[src/rtl/dm_axil_bridge.sv]
// Bridges the CPU data-memory SRAM port to an AXI4-Lite master.
// One transaction is outstanding at a time; dm_stall freezes the pipeline until the bus answers.
module dm_axil_bridge #(
  parameter int                ADDR_W    = 32,
  parameter logic [ADDR_W-1:0] BASE_ADDR = 32'h0001_0000
) (
  input  logic              clk,
  input  logic              rst,
  input  logic              dm_ceb,
  input  logic              dm_w_en,
  input  logic [31:0]       dm_bweb,
  input  logic [13:0]       dm_addr,
  input  logic [31:0]       dm_din,
  output logic [31:0]       dm_dout,
  output logic              dm_stall,
  output logic              bus_err,
  output logic [ADDR_W-1:0] m_awaddr,
  output logic              m_awvalid,
  input  logic              m_awready,
  output logic [31:0]       m_wdata,
  output logic [3:0]        m_wstrb,
  output logic              m_wvalid,
  input  logic              m_wready,
  input  logic [1:0]        m_bresp,
  input  logic              m_bvalid,
  output logic              m_bready,
  output logic [ADDR_W-1:0] m_araddr,
  output logic              m_arvalid,
  input  logic              m_arready,
  input  logic [31:0]       m_rdata,
  input  logic [1:0]        m_rresp,
  input  logic              m_rvalid,
  output logic              m_rready,
  output logic [2:0]        m_awprot,
  output logic [2:0]        m_arprot
);

  typedef enum logic [2:0] {
    IDLE,
    RD_ADDR,
    RD_DATA,
    WR_REQ,
    WR_RESP,
    DONE
  } state_t;

  state_t            state;
  state_t            state_nx;
  logic [3:0]        req_strb;
  logic [ADDR_W-1:0] addr_p1;
  logic [31:0]       wdata_p1;
  logic [3:0]        wstrb_p1;
  logic              aw_done_p1;
  logic              w_done_p1;
  logic [31:0]       dout_p1;
  logic              err_p1;

  // A byte lane is written when any bit of its active-low mask is low.
  function automatic logic [3:0] bweb_to_strb(input logic [31:0] bweb);
    logic [3:0] s;
    for (int i = 0; i < 4; i++) begin
      s[i] = |(~bweb[8*i +: 8]);
    end
    return s;
  endfunction

  assign req_strb = bweb_to_strb(dm_bweb);

  always_ff @(posedge clk) begin
    if (rst) begin
      state <= IDLE;
    end else begin
      state <= state_nx;
    end
  end

  always_comb begin
    state_nx  = state;
    dm_stall  = 1'b0;
    m_arvalid = 1'b0;
    m_rready  = 1'b0;
    m_awvalid = 1'b0;
    m_wvalid  = 1'b0;
    m_bready  = 1'b0;
    case (state)
      IDLE: begin
        if (!dm_ceb) begin
          dm_stall = 1'b1;
          if (dm_w_en) begin
            state_nx = RD_ADDR;
          end else if (req_strb != 4'b0000) begin
            state_nx = WR_REQ;
          end else begin
            state_nx = DONE;
          end
        end
      end
      RD_ADDR: begin
        dm_stall  = 1'b1;
        m_arvalid = 1'b1;
        if (m_arready) begin
          state_nx = RD_DATA;
        end
      end
      RD_DATA: begin
        dm_stall = 1'b1;
        m_rready = 1'b1;
        if (m_rvalid) begin
          state_nx = DONE;
        end
      end
      WR_REQ: begin
        dm_stall  = 1'b1;
        m_awvalid = !aw_done_p1;
        m_wvalid  = !w_done_p1;
        if ((aw_done_p1 || m_awready) && (w_done_p1 || m_wready)) begin
          state_nx = WR_RESP;
        end
      end
      WR_RESP: begin
        dm_stall = 1'b1;
        m_bready = 1'b1;
        if (m_bvalid) begin
          state_nx = DONE;
        end
      end
      DONE: begin
        // The CPU advances on this edge; a still-low dm_ceb belongs to the old access.
        state_nx = IDLE;
      end
      default: begin
        state_nx = IDLE;
      end
    endcase
    if (rst) begin
      dm_stall = 1'b0;
    end
  end

  // Stage p1: request payload captured in IDLE, held until the handshakes complete
  always_ff @(posedge clk) begin
    if (rst) begin
      addr_p1    <= '0;
      wdata_p1   <= '0;
      wstrb_p1   <= '0;
      aw_done_p1 <= 1'b0;
      w_done_p1  <= 1'b0;
      dout_p1    <= '0;
      err_p1     <= 1'b0;
    end else begin
      if (state == IDLE && !dm_ceb) begin
        addr_p1    <= {BASE_ADDR[ADDR_W-1:16], dm_addr, 2'b00};
        wdata_p1   <= dm_din;
        wstrb_p1   <= req_strb;
        aw_done_p1 <= 1'b0;
        w_done_p1  <= 1'b0;
      end
      if (state == WR_REQ) begin
        if (m_awvalid && m_awready) aw_done_p1 <= 1'b1;
        if (m_wvalid && m_wready)   w_done_p1  <= 1'b1;
      end
      if (state == RD_DATA && m_rvalid) begin
        dout_p1 <= m_rdata;
        if (m_rresp != 2'b00) err_p1 <= 1'b1;
      end
      if (state == WR_RESP && m_bvalid && m_bresp != 2'b00) begin
        err_p1 <= 1'b1;
      end
    end
  end

  assign m_awaddr = addr_p1;
  assign m_araddr = addr_p1;
  assign m_wdata  = wdata_p1;
  assign m_wstrb  = wstrb_p1;
  assign dm_dout  = dout_p1;
  assign bus_err  = err_p1;
  assign m_awprot = 3'b000;
  assign m_arprot = 3'b000;

endmodule
[config.mk]
export PLATFORM = sky130hd
export DESIGN_NAME = dm_axil_bridge
export DESIGN_NICKNAME = d
export VERILOG_FILES = /design/src/rtl/dm_axil_bridge.sv
export SDC_FILE = /design/constraint.sdc
export NUM_CORES = 1
export LEC_CHECK = 0
export BUFFER_PORTS_ARGS = -buffer_cell sky130_fd_sc_hd__buf_4
export CAP_MARGIN = 15
export CORE_MARGIN = 1
export CORE_UTILIZATION = 25
export DETAILED_ROUTE_END_ITERATION = 7
export GPL_TIMING_DRIVEN = 0
export PLACE_DENSITY = 0.56
export RECOVER_POWER = 25
export SYNTH_ARGS = -nofsm -noshare
export SYNTH_HDL_FRONTEND = slang
export SYNTH_SLANG_ARGS = --single-unit
export TNS_END_PERCENT = 10
[constraint.sdc]
create_clock -name clk -period 1.5 [get_ports clk]
set_input_delay 0.075 -clock clk [delete_from_list [all_inputs] [get_ports clk]]
set_output_delay 0.075 -clock clk [all_outputs]
set_load 0.02 [all_outputs]
==> results.json, run 1 <==
{
  "gp_congestion": 0.815,
  "layout_commonest_cell": "buf_4",
  "worstMarginPinSlew_ps": 666,
  "grt_overflow": 0,
  "synthCells": 486,
  "synth_area_leaders": "dfxtp_1 47%, nand2_1 16%, a21oi_1 11%",
  "fin_ws_ps": -79.2,
  "drc": 19,
  "fillerInstances": 1459,
  "ys_seq_area_frac": 0.468,
  "finalWirelength_um": 14200,
  "clock_skew_ps": 8.69,
  "slew_viol_final": 0,
  "drtAntennaViolNets": 0,
  "dieHeight_um": 125,
  "min_period_ps": 1580,
  "drive_gt1_frac": 0.383,
  "max_freq_mhz": 633,
  "coreArea_um2": 14700,
  "grtUsageTotal": 0.177,
  "wire_per_inst_um": 13.5,
  "cts_root_buf": "clkbuf_16",
  "holdPathEnd": "aw_done_p1",
  "vias": 4490,
  "port_buffers": 226,
  "synth_xor_area_frac": 0,
  "cp-start-kind": "flop",
  "synth.avg_cell_area_um2": 7.83,
  "cts_sinks": 89,
  "critical_path_required_ps": 1730,
  "p_leak_nw": 3.27,
  "cts_buffer_depth": 2,
  "initial_core_util": 0.259,
  "maxCapViolCount": 0,
  "synth_edf_count": 0,
  "path_class": "reg -> reg",
  "ys.flop_type": "dfxtp_1",
  "drt-pass1-iter-count": 8,
  "rsz0062_at_grt": "yes",
  "grt_max_degree": 16,
  "antenna_found_initial": 0,
  "synthAdderAreaFrac": 0,
  "ys_types": 40,
  "yosys_register_bits": 89,
  "place_ws_ps": -379,
  "hold_viol": 0,
  "dp_cells": 935,
  "rrSetupSlack_ps": -80,
  "syn_to_final_growth_pct": 90.2,
  "htree_levels": 3,
  "die_w_um": 125,
  "tns_ps": -171,
  "cts_buffers": 9,
  "hold_slack_ps": 18.0,
  "cp_max_fo": 8,
  "synth_compound_area_frac": 0.153,
  "rows": 44,
  "dpl.hpwl_um": 10100,
  "layout_common_cells": "263 x buf_4, 150 x nand2_1, 86 x dfxtp_1",
  "worstHoldPathCells": 3,
  "worstHoldStart": "m_awready",
  "synth_top_family_by_area": "simple AND/OR/NAND/NOR gates",
  "syn_area_um2": 3800,
  "end_kind": "flop",
  "p_total_w": 0.00975,
  "power_per_cell_area_nw_per_um2": 1350,
  "r2r-start": "state[2]",
  "synth_top_area_cell": "dfxtp_1",
  "reg2regPathDepth": 4,
  "setup_viol": 5,
  "cts.reportedPaths.clkPinSlew_ps": 60,
  "critPathArrivalTime_ps": 1810,
  "clk_latency_ps": 350,
  "max-slew-margin-rel": 0.552,
  "antenna_cells": 0,
  "dieArea_um2": 15700,
  "r2r_end": "state[2]",
  "drt_first_iter_violations": 186,
  "avgViaCountPerCell": 4.28,
  "yosys.area.top_type_share": 0.468,
  "grt_pass1_wl_um": 21800,
  "status": "finished, violations left",
  "min_period_over_period": 1.05,
  "tritoncts": "done",
  "synth-simple-area-share": 0.227,
  "ys_warn_count": 0,
  "min-delay-path-class": "in -> reg",
  "yosys-mux-area-fraction": 0.00263,
  "violations": "DRC, setup timing",
  "io_pins": 268,
  "first_global_vias": 4447,
  "layout.cells.non_filler": 1049,
  "postSynth.asyncResetShare": 0,
  "nets": 983,
  "ir_worst_vdd_uv": 558
}
==> logic make-up (layout without fill, tap and decap cells) <==
| kind of cell | Yosys count | in the layout |
|---|---|---|
| and+or+nand+nor | 202 | 202 |
| muxes | 1 | 1 |
| AOI/OAI and AO/OA | 105 | 105 |
| other | 1 | 40 |
| buffers and inverters | 88 | 428 |
| DFF | 89 | 89 |
==> worst max-delay path by stage <==
| stage | startpoint | to | slack [ps] | depth (start not counted) |
|---|---|---|---|---|
| floorplan | state[1] | m_araddr[2] | -70 | 6 |
| global placement | state[2] | m_araddr[12] | -380 | 5 |
| detailed placement | state[2] | m_araddr[12] | -380 | 5 |
| CTS | state[2] | state[2] | -120 | 4 |
| global route | state[2] | state[2] | -110 | 4 |
| finish | state[2] | state[2] | -80 | 4 |
==> power breakdown <==
group | internal, W | switching [W] | total (W)
Clock | 0.00134 | 0.000960 | 0.00230
Combinational | 0.00205 | 0.00230 | 0.00435
Sequential | 0.00280 | 0.000302 | 0.00310
==> worst max-delay path, stage by stage, from the launching register on <==
cell and delay (ps):
dfxtp_4 350, buf_8 130, or4_4 420, nand4b_4 190, a2111oi_4 370
==> cell usage after synthesis (3+ instances only) <==
library cell  number
nand4_1            8
buf_4             55
nand2_1          160
clkbuf_1          16
o21ai_0            3
nor2_1            19
nor3b_1            3
a211oi_1           4
buf_2             13
dfxtp_1           89
a21oi_1           83
==> per-stage QoR <==
stage / area, um2 / util
after floorplan: 3960 / -
after global placement: 5890 / 0.401
after detailed placement: 5890 / 0.401
after CTS: 7140 / 0.485
after global routing: 7230 / 0.492
final: 7230 / 0.492
==> layer usage <==
metal,vias up,routed length [um],share of wire,track usage
met5,-,0,0,0
met4,0,353,0.025,0.0725
met3,26,864,0.061,0.0415
met2,198,7190,0.51,0.324
met1,2019,5770,0.41,0.196
li1,2247,-,-,-
==> final cells by class <==
class / count / area (um2) / share of cell area
Sequential cell: 89 / 1790 / 0.248
Clock buffer: 10 / 239 / 0.0330
Buffer: 84 / 662 / 0.0915
Clock inverter: 6 / 65.1 / 0.00899
Tap cell: 184 / 230 / 0.0318
Inverter: 2 / 11.3 / 0.00156
Timing Repair Buffer: 326 / 2530 / 0.350
Multi-Input combinational cell: 348 / 1700 / 0.235
==> flip-flops by register name (all words and copies together), names as in the netlist <==
register / count
aw_done_p1: 1
bus_err: 1
dm_dout: 32
m_araddr: 15
m_wdata: 32
m_wstrb: 4
state: 3
w_done_p1: 1
==> repair_timing <==
item,4_1_cts,5_1_grt
gates cloned,0,0
setup endpoints to repair,90,84
resized for setup,39,48
hold buffers,78,0
pin swaps,3,11
endpoints found under the hold margin,78,0
buffers inserted,5,17
No activity file was read; power rests on OpenSTA's default activity.
==> run 2, diff against run 1 <==
MAX_ROUTING_LAYER = met4   (was not set)
==> run 2 against run 1 <==
Compared with the run above:
- the run still ends with DRC, setup timing left
- sequential power about the same
- hold slack improved by 4.6 ps
- core utilization unchanged
- fmax increased by 0.13%
- first-iteration DRC count decreased by 3.8%
- sequential share of layout area unchanged
- combinational power about the same
- non-clock buffer count unchanged
- power about the same
- clock skew about the same
- critical path type unchanged
==> results.json, run 2 (synthesized netlist as in run 1, its figures left out) <==
{
  "min-delay-path-class": "in -> reg",
  "crit_slowest_cell": "or4_4",
  "p_total_w": 0.00975,
  "critPathArrivalTime_ps": 1810,
  "cp_max_fo": 8,
  "path_buf_inv": 1,
  "syn_to_final_growth_pct": 90.2,
  "violations": "DRC, setup timing",
  "grt_pass1_wl_um": 21800,
  "drt_first_iter_violations": 179,
  "cts_buffers": 9,
  "maxCapViolCount": 0,
  "drtAntennaViolNets": 0,
  "worstMarginPinSlew_ps": 667,
  "die_w_um": 125,
  "layout_commonest_cell": "buf_4",
  "avgViaCountPerCell": 4.30,
  "p_leak_nw": 3.27,
  "layout.cells.non_filler": 1049,
  "cts_sinks": 89,
  "clk_latency_ps": 350,
  "cts_buffer_depth": 2,
  "fin_area_um2": 7230,
  "antenna_cells": 0,
  "grtUsageTotal": 0.182,
  "min_period_over_period": 1.05,
  "dieHeight_um": 125,
  "path_class": "reg -> reg",
  "dpl.hpwl_um": 10100,
  "cpPeakStageDelay_ps": 420,
  "io_pins": 268,
  "rsz0062_at_grt": "yes",
  "layout_common_cells": "263 x buf_4, 150 x nand2_1, 86 x dfxtp_1",
  "dieArea_um2": 15700,
  "crit_family": "simple AND/OR/NAND/NOR gates",
  "hold_viol": 0,
  "htree_levels": 3,
  "gp_congestion": 0.828,
  "grt_overflow": 0,
  "cp-start-kind": "flop",
  "ir_worst_vdd_uv": 558,
  "coreArea_um2": 14700,
  "antenna_found_initial": 0,
  "initial_core_util": 0.259,
  "rows": 44,
  "cts.reportedPaths.clkPinSlew_ps": 60,
  "wire_per_inst_um": 13.5,
  "dp_cells": 935,
  "max-slew-margin-rel": 0.551,
  "min_period_ps": 1580,
  "port_buffers": 226,
  "status": "finished, violations left",
  "path_cells": "buf_8 -> or4_4 -> nand4b_4 -> a2111oi_4",
  "clock_skew_ps": 9.12,
  "end_kind": "flop",
  "fin_util": 0.492,
  "first_global_vias": 4451,
  "cts_root_buf": "clkbuf_16",
  "slew_viol_final": 0,
  "power_per_cell_area_nw_per_um2": 1350,
  "max_freq_mhz": 634,
  "drive_gt1_frac": 0.383,
  "finalWirelength_um": 14200,
  "drc": 19,
  "fin_ws_ps": -77.1,
  "nets": 983,
  "setup_viol": 5,
  "grt_max_degree": 16,
  "critical_path_required_ps": 1730,
  "tritoncts": "done",
  "vias": 4509,
  "drt-pass1-iter-count": 8,
  "placed_cell_area_um2": 5890
}
run 2: cell counts in the layout (fill, tap and decap cells not counted):
No cell type changed its count.
run 2: where the power goes:
group          switching (W)  internal, W  leakage, nW  total [W]
logic                0.00230      0.00205         2.39    0.00435
registers           0.000301      0.00280        0.728    0.00310
clock network       0.000964      0.00134        0.149    0.00230
run 2: stage by stage:
step | TNS [ps] | worst slack (ps) | hold WS [ps]
detailed placement | -23160 | -379 | 333
global route | -1230 | -108 | 23.5
finish | -179 | -77.1 | 22.6
floorplan | -1340 | -65.1 | 211
CTS | -356 | -118 | 1.29
global placement | -20850 | -375 | 324
run 2: layout make-up:
| type | instances | area [um2] |
|---|---|---|
| Sequential cell | 89 | 1790 |
| Tap cell | 184 | 230 |
| Multi-Input combinational cell | 348 | 1700 |
| Timing Repair Buffer | 326 | 2530 |
| Inverter | 2 | 11.3 |
| Buffer | 84 | 662 |
| Clock buffer | 10 | 239 |
| Fill cell | 1459 | 7470 |
| Clock inverter | 6 | 65.1 |
run 2: timing repair:
| action | 4_1_cts | 5_1_grt |
|---|---|---|
| pin swaps | 3 | 11 |
| hold endpoints to repair | 78 | 0 |
| gates cloned | 0 | 0 |
| gates resized for setup | 39 | 48 |
| hold buffers | 78 | 0 |
| endpoints found under the setup margin | 90 | 84 |
| buffers inserted | 5 | 17 |
run 2: path summary, 6_finish.rpt:
| kind | startpoint | cells past startpoint | slack, ps | endpoint |
|---|---|---|---|---|
| worst min-delay path | m_awready | 3 | 20 | aw_done_p1 |
| worst max register to register | state[2] | 4 | -80 | state[2] |
| worst max-delay path | state[2] | 4 | -80 | state[2] |
| worst min register to register | m_wdata[28] | 2 | 450 | m_wdata[28] |
run 2: per-layer routing:
layer	wire [um]	global-route usage	vias up	part of all wire
met5	0	-	-	0
met4	376	0.0725	0	0.026
met3	857	0.0368	28	0.060
met2	7200	0.324	202	0.51
met1	5770	0.198	2032	0.41
li1	-	-	2247	-
run 2: tightest hold or removal path, delay by kind of cell:
kind | cells | cell delay [ps]
AND/OR/NAND/NOR | 1 | 90
buffers and inverters | 1 | 90
AO/OA/AOI/OAI | 1 | 70
==> run 3, diff against run 2 <==
ABC_AREA = 1   (was not set)
==> run 3 against run 2 <==
Compared with the run above:
- final cell count down 2.5%
- register-to-register slack better by 140 ps
- via count down 9.4%
- the run ends with hold timing left
- clock power about the same
- die area up 0.61%
- clock-buffer cell count unchanged
- area after synthesis up 0.63%
- fmax up 9.8%
- sequential cell count unchanged
- non-clock buffer count down 50
- wire length down 12%
- core utilization down 4.1 points
==> results.json, run 3 <==
{
  "yosys.area.top_type_share": 0.466,
  "fin_area_um2": 6660,
  "layout_common_cells": "238 x buf_4, 86 x dfxtp_1, 83 x nor2_1",
  "ys_warn_count": 0,
  "cpPeakStageDelay_ps": 340,
  "tritoncts": "done",
  "drtAntennaViolNets": 0,
  "cts_root_buf": "clkbuf_16",
  "reg2regPathDepth": 9,
  "path_depth": 9,
  "dieArea_um2": 15800,
  "cts.reportedPaths.clkPinSlew_ps": 70,
  "violations": "hold timing",
  "endpoint": "m_wdata[23]",
  "avgViaCountPerCell": 3.99,
  "drt_first_iter_violations": 143,
  "path_class": "reg -> reg",
  "crit_family": "buffers and inverters",
  "power_per_cell_area_nw_per_um2": 1530,
  "finalWirelength_um": 12500,
  "min_period_over_period": 0.958,
  "die_w_um": 126,
  "grt_overflow": 0,
  "vias": 4086,
  "initial_core_util": 0.259,
  "end_kind": "flop",
  "clock_skew_ps": 6.22,
  "maxCapViolCount": 0,
  "synth_area_leaders": "dfxtp_1 47%, buf_4 11%, o21ai_0 8.8%",
  "gp_congestion": 0.778,
  "ys_seq_area_frac": 0.466,
  "grt_max_degree": 16,
  "crit_slowest_cell": "dfxtp_2",
  "hold_slack_ps": -5.23,
  "drc": 0,
  "met3_usage": 0.0365,
  "ys.flop_type": "dfxtp_1",
  "wire_per_inst_um": 12.2,
  "syn_to_final_growth_pct": 74.0,
  "fin_util": 0.451,
  "cp_max_fo": 10,
  "cts_buffers": 9,
  "syn_area_um2": 3830,
  "synth_top_area_cell": "dfxtp_1",
  "r2r-start": "state[0]",
  "grtUsageTotal": 0.162,
  "cp-start-kind": "flop",
  "rrSetupSlack_ps": 60,
  "dpl.hpwl_um": 9340,
  "cts_buffer_depth": 2,
  "max-slew-margin-rel": 0.623,
  "status": "finished, violations left",
  "path_buf_inv": 4,
  "r2r_end": "m_wdata[23]",
  "postSynth.asyncResetShare": 0,
  "coreArea_um2": 14800,
  "slew_viol_final": 0,
  "min-delay-path-class": "in -> reg",
  "first_global_vias": 3905,
  "hold_viol": 2,
  "p_leak_nw": 3.12,
  "ys_types": 23,
  "worstMarginPinSlew_ps": 566,
  "io_pins": 268,
  "path_cells": "inv_4 -> nand2_4 -> nor2_4 -> inv_2 -> or2_4 -> buf_8 -> buf_6 -> o21ai_1 -> a21oi_1",
  "yosys_register_bits": 89,
  "yosysMostFrequentCell": "dfxtp_1",
  "antenna_found_initial": 0,
  "drt-pass1-iter-count": 4,
  "placed_cell_area_um2": 5910,
  "critPathArrivalTime_ps": 1670,
  "setup_viol": 0,
  "cts_sinks": 89,
  "dieHeight_um": 126,
  "grt-busiest-layer": "met2",
  "synth.avg_cell_area_um2": 7.58,
  "critical_path_required_ps": 1730,
  "rows": 44,
  "port_buffers": 227,
  "nets": 957,
  "grt.met2_usage": 0.272,
  "antenna_cells": 0,
  "ir_worst_vdd_uv": 529,
  "synthCells": 505,
  "grt_pass1_wl_um": 19400,
  "drive_gt1_frac": 0.359,
  "ys_top_cells_by_count": "89 x dfxtp_1, 88 x nor2_1, 67 x o21ai_0",
  "layout_commonest_cell": "buf_4",
  "worstHoldPathCells": 3,
  "synth_edf_count": 0,
  "cp-startpoint": "state[0]",
  "htree_levels": 3,
  "min_period_ps": 1440,
  "grt_util_met1": 0.184,
  "rsz0062_at_grt": "yes",
  "clk_latency_ps": 340,
  "max_freq_mhz": 696
}
-- run 3: cell count changes after synthesis, moves of 3 or more --
cell / delta
nand4_1: -8
o21ai_1: +17
nand2_1: -130
a21oi_1: -27
o21ai_0: +64
nor3b_1: -3
inv_2: +4
buf_6: +7
inv_1: +55
nor2_1: +69
buf_2: -10
a211oi_1: -4
-- run 3: repair_timing --
item	in CTS	in global routing
hold buffers	51	0
pin swaps	0	2
endpoints found under the setup margin	52	85
gates resized for setup	6	47
setup buffers	0	1
hold endpoints to repair	56	0
-- run 3: final cells by class --
| type | count | area, um2 |
|---|---|---|
| sequential | 89 | 1790 |
| tap | 184 | 230 |
| inverter | 61 | 231 |
| multi-input combinational | 313 | 1450 |
| buffer | 81 | 591 |
| timing repair buffer | 279 | 2070 |
| clock buffer | 10 | 239 |
| clock inverter | 6 | 65.1 |
| fill | 1593 | 8100 |
-- run 3: power breakdown --
group / switching, W / total (W) / internal, W
sequential: 0.000381 / 0.00339 / 0.00301
clock: 0.000977 / 0.00232 / 0.00134
combinational: 0.00261 / 0.00450 / 0.00190
-- run 3: worst min path at each step --
stage,slack (ps),endpoint,start
after floorplan,140,bus_err,rst
after global placement,330,dm_dout[3],m_rdata[3]
after detailed placement,330,dm_dout[12],m_rdata[12]
after CTS,0.5,m_araddr[9],dm_addr[7]
after global routing,10,dm_dout[17],m_rdata[17]
final,-5,dm_dout[17],m_rdata[17]
-- run 3: through the flow --
stage	setup TNS [ps]	setup WS [ps]	instances	power, W
final	0	63.5	1023	0.0102
after global routing	-59.7	-15.7	1023	0.0109
after CTS	-94.1	-52.7	1022	0.0104
after detailed placement	-3640	-118	955	0.00794
after global placement	-3180	-108	955	0.00793
after floorplan	0	60.3	544	0.00607
-- run 3: cell families after synthesis --
group	after synthesis	share of synthesized area
flip-flops	89	0.466
AO/OA/AOI/OAI	146	0.194
other	1	0.000980
buffers and inverters	142	0.210
AND/OR/NAND/NOR	127	0.129
-- run 3: worst reg2reg max path: stages (launching register included) --
cell and delay [ps]:
dfxtp_2 340, inv_4 80, nand2_4 70, nor2_4 90, inv_2 40, or2_4 240
buf_8 150, buf_6 150, o21ai_1 130, a21oi_1 50
-- run 3: per-layer routing --
layer | vias to the layer above | wire, um
met2 | 156 | 6080
met1 | 1746 | 5280
met5 | - | 0
li1 | 2163 | -
met3 | 21 | 821
met4 | 0 | 328
